==> src/rtl/parallel_in_serial_out_piso_tx.sv <==
// ---------------------------------------------------------------------------
// parallel_in_serial_out_piso_tx
//   Parallel-in, serial-out transmit shifter with a valid/ready load handshake.
//   An accepted word is shifted out one bit per enabled clock. Serial_Valid_Out
//   frames the bits, and Last_Bit_Out marks the final bit. A new word may be
//   accepted during the last-bit cycle, so consecutive words go out with no gap.
//
// Parameters
//   DATA_WIDTH : word width in bits (>= 2)
//   MSB_FIRST  : 1 sends bit DATA_WIDTH-1 first, 0 sends bit 0 first
//
// Ports
//   Clk_In           in   clock, rising edge
//   Reset_In         in   synchronous active-high reset
//   Enable_In        in   clock enable; low freezes all state
//   Data_Valid_In    in   word present on Parallel_Data_In
//   Parallel_Data_In in   word to transmit
//   Data_Ready_Out   out  a word can be accepted this cycle
//   Serial_Data_Out  out  current serial bit
//   Serial_Valid_Out out  Serial_Data_Out carries a frame bit
//   Last_Bit_Out     out  current bit is the final bit of the word
// ---------------------------------------------------------------------------
module parallel_in_serial_out_piso_tx #(
  parameter int DATA_WIDTH = 8,
  parameter bit MSB_FIRST  = 1'b1
) (
  input  logic                  Clk_In,
  input  logic                  Reset_In,
  input  logic                  Enable_In,
  input  logic                  Data_Valid_In,
  input  logic [DATA_WIDTH-1:0] Parallel_Data_In,
  output logic                  Data_Ready_Out,
  output logic                  Serial_Data_Out,
  output logic                  Serial_Valid_Out,
  output logic                  Last_Bit_Out
);

  localparam int CW = (DATA_WIDTH > 1) ? $clog2(DATA_WIDTH) : 1;
  localparam logic [CW-1:0] LAST_COUNT = CW'(DATA_WIDTH - 1);

  typedef enum logic {
    IDLE  = 1'b0,
    SHIFT = 1'b1
  } state_t;

  state_t                r_state;
  state_t                w_state_next;
  logic [DATA_WIDTH-1:0] r_shift;
  logic [DATA_WIDTH-1:0] w_shift_next;
  logic [CW-1:0]         r_count;
  logic [CW-1:0]         w_count_next;

  logic w_last_count;
  logic w_ready;
  logic w_accept;
  logic w_out_bit;

  assign w_last_count = (r_count == LAST_COUNT);
  // Enable_In is folded into ready, so an accept can only occur on an enabled edge.
  assign w_ready      = Enable_In & ((r_state == IDLE) | ((r_state == SHIFT) & w_last_count));
  assign w_accept     = w_ready & Data_Valid_In;
  assign w_out_bit    = MSB_FIRST ? r_shift[DATA_WIDTH-1] : r_shift[0];

  // State register
  always_ff @(posedge Clk_In) begin
    if (Reset_In) begin
      r_state <= IDLE;
      r_shift <= '0;
      r_count <= '0;
    end else begin
      r_state <= w_state_next;
      r_shift <= w_shift_next;
      r_count <= w_count_next;
    end
  end

  // Next-state logic
  always_comb begin
    w_state_next = r_state;
    w_shift_next = r_shift;
    w_count_next = r_count;
    if (Enable_In) begin
      if (w_accept) begin
        w_state_next = SHIFT;
        w_shift_next = Parallel_Data_In;
        w_count_next = '0;
      end else if (r_state == SHIFT) begin
        if (!w_last_count) begin
          // Move the next bit toward the output end, zero-filling behind it.
          if (MSB_FIRST)
            w_shift_next = {r_shift[DATA_WIDTH-2:0], 1'b0};
          else
            w_shift_next = {1'b0, r_shift[DATA_WIDTH-1:1]};
          w_count_next = r_count + 1'b1;
        end else begin
          w_state_next = IDLE;
          w_shift_next = '0;
          w_count_next = '0;
        end
      end
    end
  end

  // Output logic. While disabled, the data bit stays visible but is not
  // qualified, so it is re-presented once Enable_In returns.
  always_comb begin
    Data_Ready_Out   = w_ready;
    Serial_Data_Out  = 1'b0;
    Serial_Valid_Out = 1'b0;
    Last_Bit_Out     = 1'b0;
    if (r_state == SHIFT) begin
      Serial_Data_Out  = w_out_bit;
      Serial_Valid_Out = Enable_In;
      Last_Bit_Out     = Enable_In & w_last_count;
    end
  end

endmodule

==> config.mk <==
export PLATFORM = sky130hd
export DESIGN_NAME = parallel_in_serial_out_piso_tx
export DESIGN_NICKNAME = d
export VERILOG_FILES = /design/src/rtl/parallel_in_serial_out_piso_tx.sv
export SDC_FILE = /design/constraint.sdc
export NUM_CORES = 1
export LEC_CHECK = 0
export CORE_MARGIN = 2
export CORE_UTILIZATION = 30
export DETAILED_ROUTE_END_ITERATION = 12
export PLACE_DENSITY = 0.51
export SYNTH_ARGS = -nofsm -noshare
export SYNTH_HDL_FRONTEND = slang
export SYNTH_SLANG_ARGS = --single-unit
==> constraint.sdc <==
create_clock -name Clk_In -period 3.4 [get_ports Clk_In]
set_input_delay 0.68 -clock Clk_In [delete_from_list [all_inputs] [get_ports Clk_In]]
set_output_delay 0.68 -clock Clk_In [all_outputs]
set_load 0.03 [all_outputs]
### Word-level counts from Yosys, hierarchy flattened

Cells that the tools add are included.

* add/sub/neg operators: 1
* $mul: 0
* divide/modulo/power cells: 0
* magnitude comparators: 0
* equal/unequal tests: 1
* shift operators: 0
* multiplexer cells: 12
* bitwise gates (word level): 6
* reduce and logical (&&, ||, !) cells: 2

Operators with widths (number)
* $mux W8: 3
* $mux W3: 3
* $mux W1: 6
* $and A1 B1 Y1: 4
* $add A3 B1 Y3 const B: 1
* $eq A3 B3 Y1 const B: 1
* $reduce_and A2 Y1: 1
* $reduce_bool A2 Y1: 1
* $not A1 Y1: 1
* $or A1 B1 Y1: 1

* bits in registers: 12
* bits in latches: 0
* RAM bits: 0
* bits in read-only memories: 0
* output and inout bits: 4
* memories: 0

### Depth between registers and ports, before layout

* depth in word-level cells: 7
* depth in mapped cells: 7

### Worst setup path before layout

No wires, ideal clock.

* kind: input to output
* start point: input Enable_In
* end point: output Data_Ready_Out
* arrival time: 1.324 ns
* data required time: 2.720 ns
* setup slack: 1.396 ns
* stages on the path: 3
* path buffers: 2
* cell sequence: buf_2 clkbuf_2 and2_1

* word-level cells in the longest chain between the ends: 1

Ends and longest elaborated chain
* start: declaration: RTL line 29 `input logic Enable_In,`
* $and A1 B1 Y1: RTL line 60 `assign w_ready = Enable_In & ((r_state == IDLE) | ((r_state == SHIFT) & w_last_count));`
* end: declaration: RTL line 32 `output logic Data_Ready_Out,`

Every way passes these cells.

### Worst setup path after layout

* start point: input Enable_In
* end point: output Serial_Valid_Out

* word-level cells in the longest chain between the ends: 1

Ends and longest elaborated chain
* $mux W1: RTL line 111 `if (r_state == SHIFT) begin`
* end: declaration: RTL line 34 `output logic Serial_Valid_Out,`

Every way passes these cells.

==> flow_metrics.env <==
export IMPL_status="completed"
export IMPL_hold_violations=0
export IMPL_area_growth_pct=30.56
export IMPL_drc_errors=0
export IMPL_via_per_inst=4.754
export IMPL_met2WireLength_um=690
export IMPL_synthCells=88
export IMPL_synthDistinctLibCells=24
export IMPL_netlist_area_sq_um=646.9
export IMPL_clockBufferDepth=2
export IMPL_numCtsBuffers=3
export IMPL_ioPinCount=16
export IMPL_final_max_slew_viol_count=0
export IMPL_yosys_most_used_dff="dfxtp_1"
export IMPL_die_w_um=50.44
export IMPL_arrival_ns=2.22
export IMPL_path_clk_slew_ns=0.07
export IMPL_crit_type="in -> out"
export IMPL_row_count=16
export IMPL_wl_met3_um=60
export IMPL_clock_latency_ns=0.28
export IMPL_ir_drop_uv=168.9
export IMPL_start_util=0.3231
export IMPL_routed_wl_um=1466
export IMPL_diodes=0
export IMPL_synth_area_leader_cell="dfxtp_1"
export IMPL_drt_iter0_drc=8
export IMPL_synth_edf_count=0
export IMPL_worstMarginPinSlew_ns=0.4902
export IMPL_fin_crit_sh=0.8534
export IMPL_wl_per_cell_um=11.28
export IMPL_leakage_nw=0.3308
export IMPL_final_nets=118
export IMPL_fin_crit_ns=2.902
export IMPL_cp_end_kind="primary output"
export IMPL_ctsHtreeMaxLevel=1
export IMPL_cap_violations=0
export IMPL_synth_area_top_cells="dfxtp_1, nor2_1, a21oi_1, inv_1, nand2_1"
export IMPL_gp_routability_congestion=0.7111
export IMPL_critical_path_required_ns=2.72
export IMPL_start_kind="input pin"
export IMPL_relSlewSlack=0.6722
export IMPL_core_area_sq_um=2002
export IMPL_grt_use_total=0.1304
export IMPL_synth_nets=102
export IMPL_ys_seq_area_frac=0.3714
export IMPL_tns_ns=0
export IMPL_ys_top_cells_by_count="nor2_1, dfxtp_1, inv_1, nand2_1, a21oi_1"
export IMPL_cts_tree="built"
export IMPL_grt_max_degree=16
export IMPL_vias=618
export IMPL_port_buffers=15
export IMPL_root_buffer="clkbuf_4"
export IMPL_finalPower_mw=0.3189
export IMPL_placed_area_sq_um=808.3
export IMPL_dieArea_sq_um=2544
export IMPL_crit_fanout=10
export IMPL_die_y_um=50.44
export IMPL_cts_sinks=12
export IMPL_antenna_found_initial=0
export IMPL_hold_path_class="reg -> reg"
export IMPL_post_cts_repair_setup_buffers=0
export IMPL_stdcell_area_sq_um=844.6
export IMPL_syn_area_per_cell_sq_um=7.351
export IMPL_final_setup_viol_count=0
export IMPL_power_density_nw_per_um2=377.6
export IMPL_grt_pass1_wl_um=2387
export IMPL_fin_skew_ns=0.005034
export IMPL_cts_resized=0
export IMPL_dr_max_layer_used="met4"
export IMPL_fmax_mhz=344.6
export IMPL_post_route_util=0.4219
export IMPL_rsz0062_at_grt="false"
export IMPL_fill_cells=234
export IMPL_ys_warn_count=0
export IMPL_postRouteAntennaNets=0
export IMPL_hold_buffers=0
export IMPL_async_reset_ff_frac=0
export IMPL_drt_met1_wl_um=701
export IMPL_drive_gt1_frac=0.1262
export IMPL_dp_hpwl_um=1058
export IMPL_grt_overflow_total=0
export IMPL_grt_pass1_vias=518
export IMPL_synth_top_area_share=0.3714
export IMPL_synth_most_common_cell="nor2_1"
export IMPL_yosys_register_bits=12
export IMPL_drtPass1Iterations=4
## layout by cell type (no fill, tap or decap), drive strengths merged
master and instances:
nand3 2, clkdlybuf4s50 15, a221oi 1, o21ai 10, and2 2, clkbuf 4, nand2b 1, a22oi 3
nor3 1, ha 2, nor2 13, a21oi 9, dfxtp 12, inv 9, o22ai 1, and3 7
buf 1, nand4 1, nand2 9
## layout make-up
type / count / area (sq um) / area share
clock buffers: 4 / 36.28 / 0.04296
inverters: 9 / 33.78 / 0.04000
multi-input cells: 62 / 342.8 / 0.4059
flip-flops and latches: 12 / 240.2 / 0.2844
well taps: 27 / 33.78 / 0.04000
repair buffers: 16 / 157.7 / 0.1867
## stage by stage
| stage | worst slack, ns | cells | hold WS, ns |
|---|---|---|---|
| final | 0.4984 | 130 | 0.4580 |
| after global routing | 0.3512 | 130 | 0.4806 |
| after CTS | 0.4995 | 130 | 0.4619 |
| after detailed placement | 0.5137 | 126 | 0.4508 |
| after global placement | 0.5088 | 126 | 0.4424 |
| after floorplan | 1.396 | 88 | 0.4303 |
## where the power goes
part / total, mW / internal [mW] / leakage [nW] / switching, mW
combinational: 0.0527 / 0.0256 / 0.212 / 0.0271
clock: 0.116 / 0.0651 / 0.0210 / 0.0504
sequential: 0.151 / 0.147 / 0.0978 / 0.00415
total: 0.319 / 0.237 / 0.331 / 0.0816
## layer usage
metal	vias up	track usage
met5	-	0
met1	281	0.1645
met3	2	0.05655
met2	11	0.1930
met4	0	0.05405
li1	324	-
## path summary, 6_finish.rpt
check / start / endpoint / slack [ns] / depth (start not counted)
max: Enable_In / Serial_Valid_Out / 0.50 / 4
min: r_shift[7] / r_shift[7] / 0.46 / 2
max reg2reg: r_count[0] / r_shift[3] / 1.72 / 6
min reg2reg: r_shift[7] / r_shift[7] / 0.46 / 2
## worst max-delay path: stages
cell and delay [ns]:
clkdlybuf4s50_1 0.63, nand2_1 0.16, inv_1 0.08, clkdlybuf4s50_1 0.66
## cell families (layout without fill, tap and decap cells)
| kind of cell | after synthesis | count (layout) | synth area share |
|---|---|---|---|
| AND/OR/NAND/NOR | 36 | 36 | 0.2689 |
| AO/OA/AOI/OAI | 24 | 24 | 0.2224 |
| buffers and inverters | 14 | 29 | 0.09863 |
| flip-flops | 12 | 12 | 0.3714 |
| adder cells (fa/ha/maj) | 2 | 2 | 0.03868 |
## sequential cells by signal, summed over array words and instances (netlist names)
name	cells
r_shift	8
r_count	3
r_state	1
(Power assumes the default switching activity.)
